## src/rtl/wb_pkg.sv

```systemverilog
// Shared types and constants for the writeback stage.
// Result-source encoding and RISC-V load funct3 codes.
package wb_pkg;

    typedef enum logic [1:0] {
        RES_ALU  = 2'b00,
        RES_LOAD = 2'b01,
        RES_PC4  = 2'b10,
        RES_IMM  = 2'b11
    } result_src_t;

    localparam logic [2:0] F3_LB  = 3'b000;
    localparam logic [2:0] F3_LH  = 3'b001;
    localparam logic [2:0] F3_LW  = 3'b010;
    localparam logic [2:0] F3_LD  = 3'b011;
    localparam logic [2:0] F3_LBU = 3'b100;
    localparam logic [2:0] F3_LHU = 3'b101;
    localparam logic [2:0] F3_LWU = 3'b110;

endpackage

```

## src/rtl/load_extend.sv

```systemverilog
// Sub-word load extraction and sign/zero extension.
// Purely combinational; byte offset width follows the datapath width.
module load_extend
    import wb_pkg::*;
#(
    parameter int unsigned word_width = 32,
    localparam int unsigned OFF_W     = (word_width == 64) ? 3 : 2
) (
    input  logic [word_width-1:0] i_raw,
    input  logic [OFF_W-1:0]      i_offset,
    input  logic [2:0]            i_funct3,
    output logic [word_width-1:0] o_ext
);

    logic [7:0]  w_byte;
    logic [15:0] w_half;
    logic [31:0] w_word;

    assign w_byte = i_raw[{i_offset, 3'b000} +: 8];
    assign w_half = i_raw[{i_offset[OFF_W-1:1], 4'b0000} +: 16];

    if (word_width == 64) begin : g_word64
        assign w_word = i_raw[{i_offset[OFF_W-1], 5'b00000} +: 32];
    end else begin : g_word32
        assign w_word = i_raw[31:0];
    end

    // Select the accessed field and widen it according to funct3
    always_comb begin
        o_ext = i_raw;
        case (i_funct3)
            F3_LB:   o_ext = word_width'($signed(w_byte));
            F3_LBU:  o_ext = word_width'(w_byte);
            F3_LH:   o_ext = word_width'($signed(w_half));
            F3_LHU:  o_ext = word_width'(w_half);
            F3_LW:   o_ext = word_width'($signed(w_word));
            F3_LWU:  o_ext = word_width'(w_word);
            F3_LD:   o_ext = i_raw;
            default: o_ext = i_raw;
        endcase
    end

endmodule

```

## src/rtl/writeback_stage_ext.sv

```systemverilog
// Writeback stage: M->W pipeline register with stall/flush/valid tracking,
// load extraction and four-way result select.
// Optional retired-instruction counter enabled by defining WB_INSTRET_EN.
module writeback_stage_ext
    import wb_pkg::*;
#(
    parameter int unsigned word_width = 32,
    parameter int unsigned rd_width   = 5,
    parameter int unsigned cnt_width  = 64
) (
    input  logic                  clk,
    input  logic                  reset,
    input  logic                  StallW,
    input  logic                  FlushW,
    input  logic                  ValidM,
    input  logic                  RegWriteM,
    input  logic [1:0]            ResultSrcM,
    input  logic [2:0]            LoadFunct3M,
    input  logic [word_width-1:0] ALUResultM,
    input  logic [word_width-1:0] ReadDataM,
    input  logic [word_width-1:0] PCPlus4M,
    input  logic [word_width-1:0] ImmExtM,
    input  logic [rd_width-1:0]   RdM,
    output logic [word_width-1:0] ResultW,
    output logic                  RegWriteW,
    output logic [rd_width-1:0]   RdW,
    output logic                  ValidW
`ifdef WB_INSTRET_EN
   ,output logic [cnt_width-1:0]  InstRetW
`endif
);

    localparam int unsigned OFF_W = (word_width == 64) ? 3 : 2;

    if (!(word_width == 32 || word_width == 64)) begin : g_bad_word_width
        $error("writeback_stage_ext: word_width must be 32 or 64");
    end
    if (cnt_width < 1) begin : g_bad_cnt_width
        $error("writeback_stage_ext: cnt_width must be at least 1");
    end

    logic                  r_valid;
    logic                  r_regwrite;
    result_src_t           r_src;
    logic [2:0]            r_funct3;
    logic [word_width-1:0] r_alu;
    logic [word_width-1:0] r_rdata;
    logic [word_width-1:0] r_pc4;
    logic [word_width-1:0] r_imm;
    logic [rd_width-1:0]   r_rd;

    logic [word_width-1:0] w_load;

    // M->W register: flush squashes valid/write, stall holds, else capture
    always_ff @(posedge clk or posedge reset) begin
        if (reset) begin
            r_valid    <= 1'b0;
            r_regwrite <= 1'b0;
            r_src      <= RES_ALU;
            r_funct3   <= '0;
            r_alu      <= '0;
            r_rdata    <= '0;
            r_pc4      <= '0;
            r_imm      <= '0;
            r_rd       <= '0;
        end else if (FlushW) begin
            r_valid    <= 1'b0;
            r_regwrite <= 1'b0;
            r_src      <= result_src_t'(ResultSrcM);
            r_funct3   <= LoadFunct3M;
            r_alu      <= ALUResultM;
            r_rdata    <= ReadDataM;
            r_pc4      <= PCPlus4M;
            r_imm      <= ImmExtM;
            r_rd       <= RdM;
        end else if (!StallW) begin
            r_valid    <= ValidM;
            r_regwrite <= RegWriteM;
            r_src      <= result_src_t'(ResultSrcM);
            r_funct3   <= LoadFunct3M;
            r_alu      <= ALUResultM;
            r_rdata    <= ReadDataM;
            r_pc4      <= PCPlus4M;
            r_imm      <= ImmExtM;
            r_rd       <= RdM;
        end
    end

    load_extend #(
        .word_width (word_width)
    ) u_load_extend (
        .i_raw    (r_rdata),
        .i_offset (r_alu[OFF_W-1:0]),
        .i_funct3 (r_funct3),
        .o_ext    (w_load)
    );

    // Result select, fully decoded over the four sources
    always_comb begin
        ResultW = r_alu;
        case (r_src)
            RES_ALU:  ResultW = r_alu;
            RES_LOAD: ResultW = w_load;
            RES_PC4:  ResultW = r_pc4;
            RES_IMM:  ResultW = r_imm;
            default:  ResultW = r_alu;
        endcase
    end

    assign RegWriteW = r_regwrite & r_valid & (r_rd != '0);
    assign RdW       = r_rd;
    assign ValidW    = r_valid;

`ifdef WB_INSTRET_EN
    logic [cnt_width-1:0] r_instret;

    // Count instructions leaving W; a flush does not cancel the one already in W
    always_ff @(posedge clk or posedge reset) begin
        if (reset) begin
            r_instret <= '0;
        end else if (r_valid && !StallW) begin
            r_instret <= r_instret + 1'b1;
        end
    end

    assign InstRetW = r_instret;
`endif

endmodule

```

## config.mk

```make
export PLATFORM = sky130hd
export DESIGN_NAME = writeback_stage_ext
export DESIGN_NICKNAME = d
export VERILOG_FILES = /design/src/rtl/wb_pkg.sv /design/src/rtl/load_extend.sv /design/src/rtl/writeback_stage_ext.sv
export SDC_FILE = /design/constraint.sdc
export NUM_CORES = 1
export LEC_CHECK = 0
export ABC_AREA = 1
export BUFFER_PORTS_ARGS = -buffer_cell sky130_fd_sc_hd__buf_2
export CORE_ASPECT_RATIO = 1.75
export CORE_MARGIN = 3
export CORE_UTILIZATION = 55
export CTS_BUF_LIST = sky130_fd_sc_hd__clkbuf_4
export CTS_CLUSTER_SIZE = 16
export DETAILED_ROUTE_END_ITERATION = 8
export GPL_TIMING_DRIVEN = 1
export PLACE_DENSITY = 0.83
export SLEW_MARGIN = 0
export SYNTH_ARGS = -nofsm -noshare
export SYNTH_HDL_FRONTEND = slang
export SYNTH_SLANG_ARGS = --single-unit
```

## constraint.sdc

```tcl
create_clock -name clk -period 6.7 [get_ports clk]
set_input_delay 0 -clock clk [delete_from_list [all_inputs] [get_ports clk]]
set_output_delay 0 -clock clk [all_outputs]
set_load 0.005 [all_outputs]
```

* Word level (Yosys, flattened, before mapping)
Cells that the tools add are included.
** Cells by class
- Equality and inequality tests :: 7
- Shift operators :: 2
- Mux-type cells :: 20
- Bitwise operators :: 2
- Reduce and logical (&&, ||, !) cells :: 3
** Operator list (number)
- 2-to-1 mux 32 bit :: 8
- case mux 32 bit (4 select lines) :: 2
- indexed part select 32 x 6 -> 16 bit :: 1
- indexed part select 32 x 6 -> 8 bit :: 1
- 2-to-1 mux 5 bit :: 2
- == test 3 bit, second input constant :: 2
- 2-to-1 mux 3 bit :: 2
- nonzero test 5 bit :: 1
- == test 2 bit, second input constant :: 2
- 2-to-1 mux 1 bit :: 4
- 2-to-1 mux 2 bit :: 2
- == test 3 x 1 -> 1 bit, second input constant :: 1
- zero test 3 bit :: 1
- AND 1 bit :: 2
- == test 2 x 1 -> 1 bit, second input constant :: 1
- zero test 2 bit :: 1
- != test 2 x 1 -> 1 bit, second input constant :: 1
** Word-level totals
- Bits in registers :: 140
- Input port bits :: 144
- Output and inout bits :: 39
- Word-level logic and storage cells :: 43

* Depth between registers and ports, before layout
Gate-level depths: netlist of the first run.
- Word-level depth :: 3
- Depth in mapped cells :: 10
- Depth with buffers taken out :: 8

* Cells and area by module
From an unflattened synthesis of the first run, not the netlist that was laid out.
** Second synthesis, totals
- Cell total of the unflattened synthesis :: 969
- Area, all modules :: 7323.3 um^2
** Modules (own cells, without submodules)
- writeback_stage_ext :: times used 1, cells each 800, area an instance 6451.2 um^2, seq. area each 3503.4 um^2
- load_extend :: times used 1, cells each 169, area an instance 872.1 um^2, seq. area each 0.0 um^2

* Worst setup path after synthesis of the first run
OpenSTA, ideal clock, no wires.
- Path type :: register -> output
- Start :: register r_funct3[1]
- End :: output ResultW[16]
- Arrival time :: 1.229 ns
- Required time :: 6.700 ns
- Setup slack :: 5.471 ns
- Stages on the path, launching flop included :: 10
- Buffers on the path :: 2
- Cells stage by stage :: dfrtp_1 buf_6 clkinv_2 nand2_2 nor2_2 nand3_4 nand2_4 buf_6 nand2_1 nand3_1
** Between the ends
- Longest elaborated chain between the ends :: 3
- Elaborated cells between the ends (all ways) :: 6
- Those cells by class :: 3 x eq/ne; 2 x mux; 1 x reduce/logical
** RTL lines
- from (decl) :: RTL line writeback_stage_ext.sv:45 : logic [2:0] r_funct3;
- from (signal assigned) :: RTL line writeback_stage_ext.sv:70 : r_funct3 <= LoadFunct3M;
- from (signal assigned) :: RTL line writeback_stage_ext.sv:80 : r_funct3 <= LoadFunct3M;
- == test 3 bit (tied with other cells) :: RTL line load_extend.sv:31 : case (i_funct3)
- case mux 32 bit (4 select lines) (*) :: RTL line load_extend.sv:31
- case mux 32 bit (4 select lines) (*) :: RTL line writeback_stage_ext.sv:101 : case (r_src)
- to (decl) :: RTL line writeback_stage_ext.sv:24 : output logic [word_width-1:0] ResultW,
Every way passes the cells marked *; elsewhere a longest branch is shown, timed or not.

* Worst setup path in the final report of the first run
- Start :: register r_alu[1]
- End :: output ResultW[16]
** Between the ends
- Longest elaborated chain between the ends :: 3
- Elaborated cells between the ends (all ways) :: 4
- Those cells by class :: 2 x shift; 2 x mux
** RTL lines
- from (decl) :: RTL line writeback_stage_ext.sv:46 : logic [word_width-1:0] r_alu;
- from (signal assigned) :: RTL line writeback_stage_ext.sv:71 : r_alu <= ALUResultM;
- from (signal assigned) :: RTL line writeback_stage_ext.sv:81 : r_alu <= ALUResultM;
- indexed part select 32 x 6 -> 16 bit or indexed part select 32 x 6 -> 8 bit (tied branches) :: RTL line load_extend.sv:20, load_extend.sv:19
- case mux 32 bit (4 select lines) (*) :: RTL line load_extend.sv:31
- case mux 32 bit (4 select lines) (*) :: RTL line writeback_stage_ext.sv:101
Marked as above.

==> results.toml, run 1 <==
[global_route]
track_usage_pct = 35.1
initial_antenna_violation_count = 3
grt_pass1_wl_mm = 37.9
vias_in_the_first_global_route = 7341
largest_net_degree_at_the_start_of_global_routing = 103
grt_overflow_total = 0

[placed_design]
placement.io_buffers = 182
routability_driven_placement_congestion_ratio = 0.934
detailed_place_hpwl_mm = 13.4

[setup_path]
worstPathRequired_ns = 6.70
critPathMaxStageDelay_ns = 0.85
most_used_cell_along_the_critical_path = "sky130_fd_sc_hd__nand2_1"
worstSetupEndpointType = "output port"
r2r_end = "r_alu[1]"
timing.setup.critical_path_class = "flop to output port"
reg2reg_slack_ns = 5.30
startpoint_type = "flop"
crit_path_max_fanout = 26
crit_arrival_ns = 2.69
crit_path_cell_trace = "inv_2 > nand2_1 > nand2_1 > nand2_1 > nand3_4 > nand2_4 > nand2_1 > nand3_1 > buf_2"
r2r_cells = 2
worstReg2RegStart = "r_alu[1]"
cp_slowest_cell = "sky130_fd_sc_hd__dfrtp_1"

[cells_and_area]
nFillCells = 771
layout_commonest_cell = "sky130_fd_sc_hd__nand2_1"
layout-area-overhead-vs-synth_pct = 41.2
layout.cells.most_common_list = "sky130_fd_sc_hd__nand2_1 (218), sky130_fd_sc_hd__buf_2 (182), sky130_fd_sc_hd__dlygate4sd3_1 (145)"
layout-drive-gt1-share_pct = 23.3
finish.net_count = 1274

[floorplan]
io-pin-count = 183
num_rows = 53
fp.dieH_um = 153
floorplan_core_area_sq_um = 12100
die_w_um = 90.0
die_area_sq_um = 13800
initial_cell_density_of_the_core_pct = 56.2

[clocking]
cts.path.max_buffers = 2
cts_resized = 0
cts_post_setup_buffers_inserted = 0
root_buffer = "sky130_fd_sc_hd__clkbuf_4"
cts.reportedPaths.clkPinSlew_ns = 0.14
tritoncts.num_buffers = 17
cts_htree_levels = 4
tritoncts = "done"
tritoncts_sink_count = 140
worstSkewPairLatency_ns = 0.54

[run]
max-cap-violations = 0

[routing]
drt_pass1_iterations = 9
route.antenna.remaining_nets = 0
detail_route.vias_per_cell = 5.47
vias = 7177
drc_violations_left = 0
totalWireLength_mm = 23.6
detail_route.iter0.violations = 871
detail_route.wl_per_cell_um = 18.0

[synthesis]
mappedNetlistArea_sq_um = 6780
seq_area_frac_synth_pct = 51.6
synth_cell_type_count = 23
synth.avg_cell_area_sq_um = 8.22
synth.top_cells.by_area = "sky130_fd_sc_hd__dfrtp_1 (52%), sky130_fd_sc_hd__nand2_1 (12%), sky130_fd_sc_hd__o21ai_0 (8.4%)"
syn_nets = 969
post-synth-top-area-fraction_pct = 51.6
yosys.area.top_type = "sky130_fd_sc_hd__dfrtp_1"
post_synth_inst_count = 825
ys_ff_latch = 140
yosys_warnings = 0

[sta]
setup_total_negative_slack_ns = 0
fin_worst_skew_ns = 0
finalWorstPathRequiredPeriod_ns = 2.69
layout_worst_path_cycle_share_pct = 40.1
fmaxAchievable_mhz = 372
grt_setup_unrepaired = "false"
worstMarginPinSlew_ns = 1.17
hold-worst-slack_ns = 0.0236
timing.final.hold_violations = 0
drv_slew = 0
slew_headroom_pct = 21.5
setup_viol_count_final = 0

[pwr]
ir_worst_vdd_uv = 165
power-per-cell-area_nw_per_um2 = 221
power.leakage_nw = 4.96

[run_status]
run_status = "finished clean"

[worst_hold_path]
hold_path.class = "primary input to async pin"
[cell usage after synthesis]
cell type and count:
sky130_fd_sc_hd__buf_1 9, sky130_fd_sc_hd__buf_2 10, sky130_fd_sc_hd__clkbuf_1 25, sky130_fd_sc_hd__nand2_1 219
sky130_fd_sc_hd__inv_1 131, sky130_fd_sc_hd__nand3_1 50, sky130_fd_sc_hd__nor3_1 1, sky130_fd_sc_hd__nor2_2 1
sky130_fd_sc_hd__o22ai_1 32, sky130_fd_sc_hd__nand2_4 2, sky130_fd_sc_hd__nor2_1 5, sky130_fd_sc_hd__nor3_2 1
sky130_fd_sc_hd__nand3b_1 7, sky130_fd_sc_hd__buf_6 4, sky130_fd_sc_hd__a21oi_1 33, sky130_fd_sc_hd__inv_2 2
sky130_fd_sc_hd__clkinv_2 1, sky130_fd_sc_hd__nand4_1 1, sky130_fd_sc_hd__mux2_2 34, sky130_fd_sc_hd__o21ai_0 114
sky130_fd_sc_hd__dfrtp_1 140, sky130_fd_sc_hd__nand3_4 2, sky130_fd_sc_hd__nand2_2 1
[layer usage]
layer	wire length (um)	vias to the layer above	track usage [%]
met1	8170	3373	39.5
met4	1570	0	20.1
met2	12400	423	61.7
met5	0	-	0
met3	1510	138	6.79
li1	-	3243	-
[report_power, final]
group / switching (mW) / leakage, nW / internal [mW]
logic: 0.261 / 3.10 / 0.204
clock network: 0.318 / 0.193 / 0.377
registers: 0.0390 / 1.66 / 0.915
[logic make-up (layout without fill, tap and decap cells)]
group | after synthesis | after routing | synth area share, %
simple gates | 290 | 290 | 18.2
buf+inv | 182 | 500 | 10.7
compound gates | 179 | 179 | 13.8
flops | 140 | 140 | 51.6
mux | 34 | 34 | 5.64
other cells | 0 | 3 | 0
[worst max-delay path, delay by kind of cell, from the launching register on]
family,cells,cell delay (ns)
and+or+nand+nor,7,0.91
DFF,1,0.85
buffers and inverters,2,0.39
[area by class of cell]
type	instances	area [sq um]	area share (%)
tap	165	206	2.16
antenna	3	7.51	0.0784
timing repair buffer	334	2410	25.2
clock buffer	18	135	1.41
sequential	140	3500	36.6
clock inverter	14	239	2.49
inverter	134	509	5.32
multi-input combinational	503	2560	26.8
[sequential cells by signal, indices dropped and copies added (netlist names)]
signal,cells
r_imm,32
r_funct3,3
RdW,5
r_regwrite,1
r_src,2
ValidW,1
r_alu,32
r_rdata,32
r_pc4,32
[worst max-delay path by stage]
stage	start	cells after the start	endpoint	slack, ns
after floorplan	reset	1	RdW[0]	2.95
final	r_alu[1]	9	ResultW[16]	4.01
after global routing	r_alu[1]	9	ResultW[16]	3.82
after detailed placement	r_src[1]	8	ResultW[7]	4.75
after CTS	r_src[1]	8	ResultW[7]	4.13
after global placement	r_alu[1]	9	ResultW[31]	4.82
[per-stage QoR]
stage	setup WS [ns]	cells	cell area [sq um]	power [mW]	utilization (%)
after CTS	4.13	1308	9570	2.09	79.3
after global placement	4.82	1131	7750	1.33	64.2
after floorplan	2.95	825	6780	1.19	-
after detailed placement	4.75	1131	7750	1.34	64.2
final	4.01	1311	9580	2.12	79.4
after global routing	3.82	1311	9580	2.21	79.4
[timing repair]
item | 4_1_cts | 5_1_grt
endpoints found under the setup margin | 0 | 0
endpoints found under the hold margin | 195 | 0
hold buffers | 145 | 0
No activity file was read; power rests on OpenSTA's default activity.
==> run 2: changes to the inputs <==
clock period = 2.55 ns   (was 6.7 ns; I/O delays follow)
==> results.toml, run 2 (synthesized netlist as in run 1, its figures left out) <==
[run_status]
run_status = "finished clean"

[global_route]
vias_in_the_first_global_route = 7773
initial_antenna_violation_count = 4
largest_net_degree_at_the_start_of_global_routing = 67
track_usage_pct = 37.0
grt_pass1_wl_mm = 39.7
grt_overflow_total = 0

[worst_hold_path]
hold_path.class = "primary input to flop"

[floorplan]
initial_cell_density_of_the_core_pct = 56.2
die_area_sq_um = 13800
fp.dieH_um = 153
die_w_um = 90.0
floorplan_core_area_sq_um = 12100
io-pin-count = 183
num_rows = 53

[pwr]
net-switching-power_mw = 1.64
clock_power_share_pct = 28.9
ir_worst_vdd_uv = 588
internal_power_mw = 3.67
power-per-cell-area_nw_per_um2 = 548
switching_share_pct = 30.8
power.leakage_nw = 5.00
power_frac_comb_pct = 23.9
sequentialPowerShare_pct = 47.2
power_total_mw = 5.31

[cells_and_area]
layout-area-overhead-vs-synth_pct = 42.8
layout-drive-gt1-share_pct = 23.7
layout.cells.most_common_list = "sky130_fd_sc_hd__nand2_1 (218), sky130_fd_sc_hd__buf_2 (182), sky130_fd_sc_hd__dlygate4sd3_1 (151)"
finish.net_count = 1288
postLayoutCellArea_sq_um = 9690
layout_commonest_cell = "sky130_fd_sc_hd__nand2_1"

[sta]
setup_viol_count_final = 0
slew_headroom_pct = 42.9
fmaxAchievable_mhz = 423
drv_slew = 0
fin_worst_skew_ns = 0
worstMarginPinSlew_ns = 0.854
timing.final.hold_violations = 0
finalWorstPathRequiredPeriod_ns = 2.36
setup_total_negative_slack_ns = 0
grt_setup_unrepaired = "false"
layout_worst_path_cycle_share_pct = 92.7

[clocking]
tritoncts = "done"
tritoncts_sink_count = 140
cts.path.max_buffers = 2
cts.reportedPaths.clkPinSlew_ns = 0.12
root_buffer = "sky130_fd_sc_hd__clkbuf_4"
tritoncts.num_buffers = 17
cts_post_setup_buffers_inserted = 0
worstSkewPairLatency_ns = 0.54
cts_htree_levels = 4

[setup_path]
timing.setup.critical_path_class = "flop to output port"
worstReg2RegStart = "r_regwrite"
crit_start = "r_funct3[1]"
critPathMaxStageDelay_ns = 0.53
crit_path_max_fanout = 16
category_of_cells_accounting_for_the_largest_share_of_critical_path_delay = "simple AND/OR/NAND/NOR gates"
worstSetupEndpointType = "output port"
r2r_cells = 3
worstPathRequired_ns = 2.55
timing.critical_path.buf_inv = 2
cp_slowest_cell = "sky130_fd_sc_hd__dfrtp_2"
setup.worst_path.end = "ResultW[19]"
startpoint_type = "flop"
crit_arrival_ns = 2.36
r2r_end = "r_regwrite"
reg2reg_slack_ns = 1.13
crit_path_cell_trace = "clkinv_2 > nand2_2 > nor2_2 > nand3_4 > nand2_4 > nand2_1 > nand3_1 > buf_2"
crit_cells = 8

[placed_design]
placed_area_sq_um = 7870
placement.io_buffers = 182
routability_driven_placement_congestion_ratio = 0.909
detailed_place_hpwl_mm = 13.9

[routing]
detail_route.iter0.violations = 686
drc_violations_left = 0
route.antenna.remaining_nets = 0
vias = 7338
detail_route.wl_per_cell_um = 18.4
totalWireLength_mm = 24.4
detail_route.vias_per_cell = 5.53
drt_pass1_iterations = 6

[run]
max-cap-violations = 0
==> run 2: worst min-delay path, stage by stage <==
cell                      delay (ns)
sky130_fd_sc_hd__buf_2          0.13
sky130_fd_sc_hd__nand2_4        0.29
sky130_fd_sc_hd__o21ai_0        0.12
==> run 2: through the flow <==
stage / cells / setup WS [ns] / util (%) / hold WS, ns
after global routing: 1326 / 0.114 / 80.3 / 0.0429
after detailed placement: 1139 / 0.715 / 65.2 / 0.197
after global placement: 1139 / 0.832 / 65.2 / 0.198
after CTS: 1322 / 0.118 / 80.2 / 0.00142
final: 1326 / 0.187 / 80.3 / 0.0514
after floorplan: 825 / 0.801 / - / 0.121
==> run 2: worst min-delay path by stage <==
| stage | startpoint | endpoint | slack (ns) | cells after the start |
|---|---|---|---|---|
| global placement | reset | r_imm[4] | 0.20 | 2 |
| global route | StallW | r_imm[27] | 0.04 | 3 |
| detailed placement | reset | r_imm[4] | 0.20 | 2 |
| floorplan | RdM[0] | RdW[0] | 0.12 | 2 |
| CTS | StallW | r_pc4[26] | 0.001 | 3 |
| finish | StallW | r_pc4[26] | 0.05 | 3 |
==> run 2: area by class of cell <==
class / instances / area, sq um
Clock inverter: 12 / 148
Fill cell: 761 / 2380
Clock buffer: 20 / 150
Multi-Input combinational cell: 503 / 2560
Sequential cell: 140 / 3500
Antenna cell: 4 / 10.0
Tap cell: 165 / 206
Timing Repair Buffer: 348 / 2600
Inverter: 134 / 508
==> run 2: what timing repair did <==
action,CTS,global route
hold buffers,151,0
endpoints found under the hold margin,174,0
endpoints found under the setup margin,0,16
resized for setup,0,1
==> run 2: per-layer routing <==
metal	wire length (um)	global-route usage (%)	vias to the layer above
li1	-	-	3277
met1	8160	38.7	3414
met2	12500	63.3	479
met3	1650	8.07	168
met4	2110	29.9	0
met5	0	0	-
==> run 2: power groups by stage <==
stage                     sequential (mW)  clock (mW)  combinational [mW]
final                                2.50        1.53                1.27
after detailed placement             2.53           0                1.01
after global placement               2.53           0               0.992
after CTS                            2.49        1.54                1.20
after floorplan                      2.51           0               0.625
after global routing                 2.52        1.64                1.39
==> run 3: changes to the inputs <==
HOLD_SLACK_MARGIN = 0.08   (was unset)
==> results.toml, run 3 (synthesized netlist as in run 1, its figures left out) <==
[sta]
setup_viol_count_final = 0
setup_total_negative_slack_ns = 0
grt_setup_unrepaired = "false"
worstMarginPinSlew_ns = 0.846
timing.final.hold_violations = 0
layout_worst_path_cycle_share_pct = 90.0
drv_slew = 0
hold-worst-slack_ns = 0.125
fin_worst_skew_ns = 0
fmaxAchievable_mhz = 436
slew_headroom_pct = 43.5
finalWorstPathRequiredPeriod_ns = 2.29

[placed_design]
routability_driven_placement_congestion_ratio = 0.909
placement.io_buffers = 182
placed_area_sq_um = 7870
detailed_place_hpwl_mm = 13.9

[setup_path]
crit_path_cell_trace = "clkinv_2 > nand2_2 > nor2_2 > nand3_4 > nand2_4 > nand2_1 > nand3_1 > buf_2"
reg2reg_slack_ns = 1.06
worstPathRequired_ns = 2.55
worstSetupEndpointType = "output port"
critPathMaxStageDelay_ns = 0.52
startpoint_type = "flop"
crit_path_max_fanout = 16
timing.setup.critical_path_class = "flop to output port"
worstReg2RegStart = "r_regwrite"
crit_arrival_ns = 2.29
r2r_end = "r_regwrite"
r2r_cells = 3
cp_slowest_cell = "sky130_fd_sc_hd__dfrtp_2"

[pwr]
power-per-cell-area_nw_per_um2 = 547
ir_worst_vdd_uv = 471
power.leakage_nw = 5.04

[routing]
detail_route.vias_per_cell = 5.52
totalWireLength_mm = 25.0
route.antenna.remaining_nets = 0
vias = 7380
detail_route.wl_per_cell_um = 18.7
drt_pass1_iterations = 5
detail_route.iter0.violations = 716
drc_violations_left = 0

[clocking]
cts_htree_levels = 4
root_buffer = "sky130_fd_sc_hd__clkbuf_4"
tritoncts = "done"
tritoncts.num_buffers = 17
worstSkewPairLatency_ns = 0.54
tritoncts_sink_count = 140
cts.reportedPaths.clkPinSlew_ns = 0.13
cts.path.max_buffers = 2
cts_post_setup_buffers_inserted = 0

[cells_and_area]
layout.cells.most_common_list = "sky130_fd_sc_hd__nand2_1 (218), sky130_fd_sc_hd__buf_2 (182), sky130_fd_sc_hd__dlygate4sd3_1 (161)"
postLayoutCellArea_sq_um = 9790
layout_commonest_cell = "sky130_fd_sc_hd__nand2_1"
layout-drive-gt1-share_pct = 23.5
register_area_sq_um = 3500
layout-area-overhead-vs-synth_pct = 44.3
nFillCells = 741
multiInputGateArea_sq_um = 2560
final_util_pct = 81.1
finish.net_count = 1298

[global_route]
grt_pass1_wl_mm = 40.0
vias_in_the_first_global_route = 7869
largest_net_degree_at_the_start_of_global_routing = 67
track_usage_pct = 37.4
initial_antenna_violation_count = 4
grt_overflow_total = 0

[floorplan]
die_w_um = 90.0
initial_cell_density_of_the_core_pct = 56.2
floorplan_core_area_sq_um = 12100
fp.dieH_um = 153
die_area_sq_um = 13800
io-pin-count = 183
num_rows = 53

[run]
max-cap-violations = 0

[worst_hold_path]
hold_path.class = "primary input to async pin"

[run_status]
run_status = "finished clean"
[run 3: what timing repair did]
item,CTS,global route
hold buffers,161,0
gates resized for setup,0,1
hold endpoints to repair,174,0
endpoints found under the setup margin,0,16
[run 3: worst max-delay path by stage]
stage,startpoint,endpoint,slack [ns],cells after the start
2_1_floorplan,reset,RdW[0],0.80,1
3_3_place_gp,r_funct3[1],ResultW[28],0.83,8
3_5_place_dp,r_funct3[1],ResultW[19],0.71,8
4_1_cts,r_funct3[1],ResultW[19],0.12,8
5_1_grt,r_src[0],ResultW[20],0.06,7
6_report,r_funct3[1],ResultW[19],0.26,8
[run 3: final cells by class]
cell class,count,area share (%)
Tap cell,165,2.11
Timing Repair Buffer,358,27.6
Antenna cell,4,0.102
Sequential cell,140,35.8
Clock inverter,12,1.51
Multi-Input combinational cell,503,26.2
Clock buffer,20,1.53
Inverter,134,5.19
[run 3: worst max-delay path: cells and delay by family, from the launching register on]
| kind | cells | cell delay [ns] |
|---|---|---|
| buffers and inverters | 2 | 0.30 |
| AND/OR/NAND/NOR | 6 | 0.92 |
| flip-flops | 1 | 0.52 |
[run 3: metal layers]
layer	up-vias	GRT usage (%)	part of all wire [%]
li1	3296	-	-
met3	167	8.42	6.5
met4	0	31.0	8.6
met1	3464	38.9	33
met5	-	0	0
met2	453	63.9	52
[run 3: stage by stage]
stage | std cells | power (mW) | worst slack, ns
after floorplan | 825 | 3.13 | 0.801
after global placement | 1139 | 3.52 | 0.832
after detailed placement | 1139 | 3.54 | 0.715
after CTS | 1332 | 5.24 | 0.118
after global routing | 1336 | 5.59 | 0.0641
final | 1336 | 5.35 | 0.255
[run 3: report_power, final]
part | leakage (nW) | internal [mW] | switching (mW) | total, mW
Sequential | 1.66 | 2.40 | 0.103 | 2.51
Combinational | 3.23 | 0.580 | 0.716 | 1.30
Clock | 0.156 | 0.705 | 0.841 | 1.55
Total | 5.04 | 3.69 | 1.66 | 5.35
